## config.mk

```make
export PLATFORM = sky130hd
export DESIGN_NAME = quad_enc_gen
export DESIGN_NICKNAME = d
export VERILOG_FILES = /design/src/rtl/enc_pkg.sv /design/src/rtl/quad_phase_seq.sv /design/src/rtl/quad_enc_gen.sv
export SDC_FILE = /design/constraint.sdc
export NUM_CORES = 1
export LEC_CHECK = 0
export ABC_CLOCK_PERIOD_IN_PS = 7100
export CORE_AREA = 3 3 147 120
export DETAILED_ROUTE_END_ITERATION = 16
export DIE_AREA = 0 0 150 123
export PLACE_DENSITY = 0.46
export SLEW_MARGIN = 25
export SYNTH_ARGS = -nofsm -noshare
export SYNTH_HDL_FRONTEND = slang
export SYNTH_HIERARCHICAL = 1
export SYNTH_SLANG_ARGS = --single-unit
```

## constraint.sdc

```tcl
create_clock -name clk -period 7.1 [get_ports clk]
set_input_delay 2.13 -clock clk [delete_from_list [all_inputs] [get_ports clk]]
set_output_delay 2.13 -clock clk [all_outputs]
set_load 0.01 [all_outputs]
```

## src/rtl/enc_pkg.sv

```systemverilog
// rtl/enc_pkg.sv - shared types and phase-step helper for the quadrature encoder generator
// Contents: gen_state_t (FSM states), DIR_FWD/DIR_REV direction codes,
//           next_phase() one Gray step of the AB pair in a given direction.
package enc_pkg;

    typedef enum logic {
        GEN_IDLE = 1'b0,
        GEN_RUN  = 1'b1
    } gen_state_t;

    localparam logic DIR_FWD = 1'b0;
    localparam logic DIR_REV = 1'b1;

    // AB pair: ab[1] = A, ab[0] = B.
    // Forward walks 00->10->11->01->00 (A leads B); reverse walks the same ring backwards.
    function automatic logic [1:0] next_phase(input logic [1:0] ab, input logic dir);
        logic [1:0] nxt;
        nxt = ab;
        if (dir == DIR_FWD) begin
            case (ab)
                2'b00:   nxt = 2'b10;
                2'b10:   nxt = 2'b11;
                2'b11:   nxt = 2'b01;
                default: nxt = 2'b00;
            endcase
        end else begin
            case (ab)
                2'b00:   nxt = 2'b01;
                2'b01:   nxt = 2'b11;
                2'b11:   nxt = 2'b10;
                default: nxt = 2'b00;
            endcase
        end
        return nxt;
    endfunction

endpackage

```

## src/rtl/quad_phase_seq.sv

```systemverilog
// rtl/quad_phase_seq.sv - 2-bit Gray phase register driving enc_a/enc_b
// Ports: clk, rst (sync, active-high), step (advance one state this edge),
//        dir (direction of that advance), enc_a/enc_b (phase outputs, taken directly from the flops).
module quad_phase_seq
    import enc_pkg::*;
(
    input  logic clk,
    input  logic rst,
    input  logic step,
    input  logic dir,
    output logic enc_a,
    output logic enc_b
);

    logic [1:0] phase_q;

    always_ff @(posedge clk) begin
        if (rst) begin
            phase_q <= 2'b00;
        end else if (step) begin
            phase_q <= next_phase(phase_q, dir);
        end
    end

    // The phase flops are the outputs, so A/B can never glitch.
    assign enc_a = phase_q[1];
    assign enc_b = phase_q[0];

endmodule

```

## src/rtl/quad_enc_gen.sv

```systemverilog
// rtl/quad_enc_gen.sv - quadrature encoder emulator: step commands in, A/B phases out
// Ports: clk, rst (sync, active-high);
//        command: cmd_valid/cmd_ready, cmd_dir, cmd_steps, cmd_period; abort;
//        outputs: enc_a, enc_b, busy, done (1-cycle), pos_count (signed, wrapping).
module quad_enc_gen
    import enc_pkg::*;
#(
    parameter int STEP_W = 16,
    parameter int DIV_W  = 16,
    parameter int POS_W  = 16
) (
    input  logic              clk,
    input  logic              rst,
    input  logic              cmd_valid,
    output logic              cmd_ready,
    input  logic              cmd_dir,
    input  logic [STEP_W-1:0] cmd_steps,
    input  logic [DIV_W-1:0]  cmd_period,
    input  logic              abort,
    output logic              enc_a,
    output logic              enc_b,
    output logic              busy,
    output logic              done,
    output logic [POS_W-1:0]  pos_count
);

    gen_state_t        state_q, state_d;
    logic [DIV_W-1:0]  timer_q, timer_d;
    logic [DIV_W-1:0]  period_q, period_d;
    logic [STEP_W-1:0] steps_left_q, steps_left_d;
    logic              dir_q, dir_d;
    logic [POS_W-1:0]  pos_q, pos_d;
    logic              done_q, done_d;
    // Set for the one cycle after a command finished by emitting its last step.
    // A command accepted in that cycle is timed from that last step, not from
    // its own accept edge, so edge spacing stays uniform across commands.
    logic              chain_q, chain_d;
    logic              step;
    logic              step_dir;
    logic [DIV_W-1:0]  p_eff;

    assign p_eff = (cmd_period == '0) ? DIV_W'(1) : cmd_period;

    always_comb begin
        state_d      = state_q;
        timer_d      = timer_q;
        period_d     = period_q;
        steps_left_d = steps_left_q;
        dir_d        = dir_q;
        done_d       = 1'b0;
        chain_d      = 1'b0;
        step         = 1'b0;
        step_dir     = dir_q;

        case (state_q)
            GEN_IDLE: begin
                // abort is ignored here; cmd_ready is high throughout IDLE
                if (cmd_valid) begin
                    dir_d    = cmd_dir;
                    period_d = p_eff;
                    if (cmd_steps == '0) begin
                        done_d = 1'b1;
                    end else if (chain_q && (p_eff == DIV_W'(1))) begin
                        // Chained with a one-cycle period: the first step is due on this very edge.
                        step     = 1'b1;
                        step_dir = cmd_dir;
                        timer_d  = p_eff;
                        if (cmd_steps == STEP_W'(1)) begin
                            done_d  = 1'b1;
                            chain_d = 1'b1;
                        end else begin
                            state_d      = GEN_RUN;
                            steps_left_d = cmd_steps - STEP_W'(1);
                        end
                    end else begin
                        state_d      = GEN_RUN;
                        steps_left_d = cmd_steps;
                        timer_d      = chain_q ? (p_eff - DIV_W'(1)) : p_eff;
                    end
                end
            end
            GEN_RUN: begin
                if (abort) begin
                    // Abort beats a step that would fall due on the same edge.
                    state_d = GEN_IDLE;
                end else if (timer_q == DIV_W'(1)) begin
                    step         = 1'b1;
                    timer_d      = period_q;
                    steps_left_d = steps_left_q - STEP_W'(1);
                    if (steps_left_q == STEP_W'(1)) begin
                        state_d = GEN_IDLE;
                        done_d  = 1'b1;
                        chain_d = 1'b1;
                    end
                end else begin
                    timer_d = timer_q - DIV_W'(1);
                end
            end
            default: state_d = GEN_IDLE;
        endcase

        pos_d = pos_q;
        if (step) begin
            pos_d = (step_dir == DIR_REV) ? (pos_q - POS_W'(1)) : (pos_q + POS_W'(1));
        end
    end

    always_ff @(posedge clk) begin
        if (rst) begin
            state_q      <= GEN_IDLE;
            timer_q      <= '0;
            period_q     <= '0;
            steps_left_q <= '0;
            dir_q        <= DIR_FWD;
            pos_q        <= '0;
            done_q       <= 1'b0;
            chain_q      <= 1'b0;
        end else begin
            state_q      <= state_d;
            timer_q      <= timer_d;
            period_q     <= period_d;
            steps_left_q <= steps_left_d;
            dir_q        <= dir_d;
            pos_q        <= pos_d;
            done_q       <= done_d;
            chain_q      <= chain_d;
        end
    end

    quad_phase_seq u_phase (
        .clk   (clk),
        .rst   (rst),
        .step  (step),
        .dir   (step_dir),
        .enc_a (enc_a),
        .enc_b (enc_b)
    );

    assign cmd_ready = (state_q == GEN_IDLE);
    assign busy      = (state_q == GEN_RUN);
    assign done      = done_q;
    assign pos_count = pos_q;

endmodule
```

=== Word-level counts from Yosys, hierarchy flattened ===
Index checks and enable logic that the tools add are counted.

* Register bits after elaboration: 70
* Output and inout port bits: 21

* $add $sub $neg: 6
* Equal/unequal tests: 12
* Muxes and demuxes: 48
* Bitwise operators: 1
* Reduce and logical (&&, ||, !) cells: 7

{| class="wikitable"
|+ Operators by type and width
! cell !! count
|-
| $mux 16 || 14
|-
| $sub 16x1->16 const B || 5
|-
| $eq 16x1->1 const B || 4
|-
| $pmux 16 s2 || 2
|-
| $logic_not 16->1 || 2
|-
| $mux 1 || 25
|-
| $add 16x1->16 const B || 1
|-
| $pmux 2 s3 || 2
|-
| $pmux 1 s2 || 4
|-
| $ne 2x2->1 const B || 3
|-
| $reduce_and 5->1 || 1
|-
| $eq 2x2->1 const B || 2
|-
| $ne 3x3->1 const B || 1
|-
| $reduce_and 3->1 || 1
|-
| $eq 2x1->1 const B || 1
|-
| $logic_not 2->1 || 1
|-
| $mux 2 || 1
|-
| $ne 2x1->1 const B || 1
|-
| $reduce_and 2->1 || 1
|-
| $logic_and 1x1->1 || 1
|-
| $not 1->1 || 1
|}

=== Logic depth before layout (Yosys ltp) ===
* Word-level depth: 9
* Gate-level depth with buffers: 19
* Mapped depth without buffers: 18

=== Cells and area by module ===
Netlist, hierarchy kept.

{| class="wikitable"
|+ Modules (own cells, without submodules)
! module !! instances !! cells an instance !! area an instance (µm²) !! sequential area each (µm²)
|-
| quad_enc_gen || 1 || 648 || 4763.3 || 1361.3
|-
| quad_phase_seq || 1 || 9 || 93.8 || 40.0
|}

=== Worst setup path before layout ===
Ideal clock, no wire load.

* Path type: input -> register
* Start point: input cmd_period[7]
* End point: register pos_q[12], in the netlist pos_count[12]
* Arrival: 6357 ps
* Slack: 616 ps
* Stages on the path: 19
* Buffers on the path: 1
* Path through: or4_1 > buf_2 > nor4_1 > a31oi_1 > inv_1 > ha_1 > nand3_1 > nor2_2 > mux2i_4 > inv_1 > ha_1 > nor2b_1 > o31a_1 > o21ai_0 > o221ai_1 > a21oi_1 > xnor2_1 > mux2i_1 > nor2_1

* Word-level cells in the longest chain between the ends: 9
* Elaborated cells between the ends (all ways): 13

{| class="wikitable"
|+ Ends and longest elaborated chain
! what !! line !! source
|-
| from (decl) || quad_enc_gen.sv:18 || <nowiki>input logic [DIV_W-1:0] cmd_period,</nowiki>
|-
| $logic_not 16->1 || quad_enc_gen.sv:42 || <nowiki>assign p_eff = (cmd_period == '0) ? DIV_W'(1) : cmd_period;</nowiki>
|-
| $mux 16 || quad_enc_gen.sv:42 ||
|-
| net p_eff[0] || quad_enc_gen.sv:40 || <nowiki>logic [DIV_W-1:0] p_eff;</nowiki>
|-
| $eq 16x1->1 || quad_enc_gen.sv:63 || <nowiki>end else if (chain_q && (p_eff == DIV_W'(1))) begin</nowiki>
|-
| $logic_and 1x1->1 || quad_enc_gen.sv:63 ||
|-
| $mux 1 || quad_enc_gen.sv:63 ||
|-
| $mux 1 || quad_enc_gen.sv:61 || <nowiki>if (cmd_steps == '0) begin</nowiki>
|-
| $mux 1 || quad_enc_gen.sv:58 || <nowiki>if (cmd_valid) begin</nowiki>
|-
| $mux 1 || quad_enc_gen.sv:55 || <nowiki>case (state_q)</nowiki>
|-
| net step_dir || quad_enc_gen.sv:39 || <nowiki>logic step_dir;</nowiki>
|-
| $mux 16 || quad_enc_gen.sv:104 || <nowiki>pos_d = (step_dir == DIR_REV) ? (pos_q - POS_W'(1)) : (pos_q + POS_W'(1));</nowiki>
|-
| to (signal assigned) || quad_enc_gen.sv:124 || <nowiki>pos_q <= pos_d;</nowiki>
|-
| to (decl) || quad_enc_gen.sv:32 || <nowiki>logic [POS_W-1:0] pos_q, pos_d;</nowiki>
|}

The timed path passes the listed nets, and every way through them passes these cells.
A chain may end at the register's enable or synchronous reset.

=== Final worst setup path ===
* Start point: input cmd_period[6]
* End point: register pos_q[15], in the netlist pos_count[15]

Same word-level chain as after synthesis.

==> flow_metrics.py <==
metrics = {
    "cts": {
        "numCtsBuffers": 9,
        "clock_latency_ns": 0.34,
        "htree_levels": 3,
        "ctsResizeCount": 0,
        "cts_num_sinks": 70,
        "cts_setup_buffers": 0,
        "clk_pin_slew_ns": 0.06,
        "cts_tree": "yes",
        "ctsHoldBuffers": 0,
        "clock_path_buffers": 2,
        "clock-root-buffer": "clkbuf_16",
    },
    "sta": {
        "maxSlewHeadroom": 0.450,
        "finalSetupTns_ns": 0,
        "tightest_slew_ns": 0.825,
        "rsz0062_at_grt": "no",
        "finalHoldViolations": 0,
        "fmax_ghz": 0.153,
        "fin_crit_ns": 6.56,
        "fin_skew_ns": 0.00565,
        "min_period_over_period": 0.923,
        "slew_violations": 0,
        "finalSetupViolations": 0,
    },
    "power_and_ir_drop": {
        "seqPwrFrac": 0.385,
        "power_mw": 1.13,
        "leakagePower_nw": 2.17,
        "powerDensity_nw_per_um2": 190,
        "power.switching_uw": 333,
        "ir_worst_vdd_uv": 110,
        "p_int_uw": 801,
        "p_clk_frac": 0.408,
        "swShare": 0.293,
        "combPwrFrac": 0.207,
    },
    "grt": {
        "grt_overflow": 0,
        "grt_pass1_wl_um": 23700,
        "track_usage": 0.162,
        "antenna_found_initial": 0,
        "grt_max_degree": 65,
        "grt_pass1_vias": 4536,
    },
    "place": {
        "place.port_buffers": 57,
        "place.gp.congestion": 0.839,
        "place.detailed.hpwl_um": 10300,
        "placed_area_sq_um": 5670,
    },
    "logic_synthesis": {
        "synth_cells": 657,
        "synthTopCellsByArea": "dfxtp_1, nand2_1, a21oi_1",
        "synthesis.area_sq_um": 4860,
        "ys_seq_elements": 70,
        "ys_seq_area_frac": 0.289,
        "synth_area_per_cell_sq_um": 7.39,
        "synthArstFlopShare": 0,
        "synth_top_area_cell": "dfxtp_1",
        "synth_commonest_cells": "nand2_1, dfxtp_1, a21oi_1, nor2_1, o21ai_0",
        "yosys_warnings": 6,
        "syn_nets": 718,
        "synth_cell_types": 58,
        "synth.most_common_cell": "nand2_1",
        "yosysTopAreaCellShare": 0.289,
        "ys.flop_type": "dfxtp_1",
        "synth_edf_count": 0,
    },
    "setup_path": {
        "reg2reg_depth": 16,
        "worstPathArrival_ns": 6.79,
        "worstPathCellList": "clkdlybuf4s50_1, or4_1, nor4_1, a31oi_1, inv_1, ha_1, nand3_1, nor2_2, mux2i_4, inv_1, buf_4, ha_1, a211oi_1, o21ai_0, nand2_1, o31ai_1, o31ai_1, xor2_1, a21oi_1, a31o_1",
        "rr_endpoint": "pos_count[15]",
        "slowest_stage": "or4_1",
        "worst_setup_path_start_kind": "input port",
        "max_stage_delay_ns": 0.59,
        "critPathKind": "in -> reg",
        "crit_path_end_kind": "flip-flop",
        "critical_path_buf_inv_count": 4,
        "path_delay_family": "simple AND/OR/NAND/NOR gates",
        "cp_max_fo": 11,
        "required_ns": 7.33,
        "rrSetupSlack_ns": 3.29,
        "r2r_start": "busy",
    },
    "layout": {
        "drive_above_1_share": 0.0619,
        "postLayoutCoreUtil": 0.364,
        "nNetsFinal": 767,
        "n_antenna_cell": 0,
        "design_area_sq_um": 5970,
        "area_growth_pct": 23.0,
    },
    "run_status": {
        "status": "completed",
    },
    "route": {
        "firstDrtPassIters": 4,
        "via_per_inst": 5.07,
        "wire_per_inst_um": 15.8,
        "wirelength_um": 14700,
        "drc": 0,
        "vias": 4718,
        "drt-initial-drc-count": 374,
        "antenna_left": 0,
    },
    "hold_path": {
        "holdPathEnd": "period_q[4]",
        "holdPathStages": 2,
        "hp-class": "reg -> reg",
        "worstHoldStart": "period_q[4]",
    },
    "floorplan": {
        "core_sq_um": 16400,
        "dieArea_sq_um": 18500,
        "die_h_um": 123,
        "die_x_um": 150,
        "std_cell_rows": 42,
        "num_io_pins": 58,
        "start_util": 0.296,
    },
    "run": {
        "maxCapViolations": 0,
    },
}
[layout make-up]
type,instances,area [sq um]
clock inverters,4,45.0
clock buffers,12,256
multi-input cells,536,3250
flip-flops and latches,70,1400
repair buffers,72,678
inverters,17,63.8
well taps,220,275
fillers,1729,10400
[state kept, by name (all words and copies together), names as in the netlist]
signal	count
busy	1
chain_q	1
dir_q	1
done	1
period_q	16
pos_count	16
steps_left_q	16
timer_q	16
u_phase/phase_q	2
[kinds of logic (layout without fill, tap and decap cells)]
family          after synthesis  count (layout)  synth area share
compound gates              174             174             0.223
xor+xnor                     53              53            0.0956
fa+ha+maj                    24              24            0.0634
buf+inv                      51             105            0.0433
flops                        70              70             0.289
mux                           8               8            0.0191
simple gates                277             277             0.267
[through the flow]
stage,instances,hold WS [ns],worst slack (ns)
2_1_floorplan,657,0.436,0.616
3_3_place_gp,915,0.444,0.348
3_5_place_dp,915,0.450,0.225
4_1_cts,931,0.458,0.560
5_1_grt,931,0.474,0.137
6_report,931,0.457,0.544
[worst max path at each step]
stage / slack, ns / from / end / depth (start not counted)
after floorplan: 0.62 / cmd_period[7] / pos_count[12] / 19
after global placement: 0.35 / cmd_period[6] / pos_count[15] / 20
after detailed placement: 0.23 / cmd_period[7] / pos_count[15] / 20
after CTS: 0.56 / cmd_period[7] / pos_count[15] / 20
after global routing: 0.14 / cmd_period[6] / pos_count[15] / 20
final: 0.54 / cmd_period[6] / pos_count[15] / 20
[worst reg2reg max path, delay by kind of cell, from the launching register on]
family | cells | cell delay, ns
buffers and inverters | 3 | 0.72
muxes | 1 | 0.31
AOI/OAI and AO/OA | 7 | 1.17
xor gates and xnor gates | 1 | 0.22
DFF | 1 | 0.30
and+or+nand+nor | 3 | 0.59
adders and majority gates | 1 | 0.38
[power groups by stage]
stage | registers, mW | logic (mW) | clock network (mW)
6_report | 0.436 | 0.235 | 0.463
5_1_grt | 0.440 | 0.265 | 0.491
4_1_cts | 0.436 | 0.236 | 0.480
3_5_place_dp | 0.444 | 0.234 | 0
3_3_place_gp | 0.444 | 0.232 | 0
2_1_floorplan | 0.440 | 0.161 | 0
[metal layers]
layer  global-route usage  wire (um)
met5                    0          0
met1                0.223       7290
met2                0.256       6780
met3               0.0315        492
met4               0.0531        180
[placed cells by master (no fill, tap or decap), types with 3 or more instances in the layout]
cell type        count
inv_1               16
ha_1                23
o31ai_1              3
dfxtp_1             69
nand4_1              3
nand3_1             13
nor2_1              61
nand2_1            109
buf_4               15
nor3_1              28
o22ai_1              4
o21ai_0             37
clkbuf_16            9
clkinv_2             3
a31oi_1              5
xor2_1              25
or4_1               10
a21oi_1             67
and2_1               3
nand2b_1             9
o211ai_1            17
a211oi_1            11
xnor2_1             28
nor4_1              14
or3_1               10
o21a_1               4
clkdlybuf4s50_1     56
mux2i_1              7
a32o_1               3
or2_2                4
Note: power is estimated with default switching activity, not from simulation.
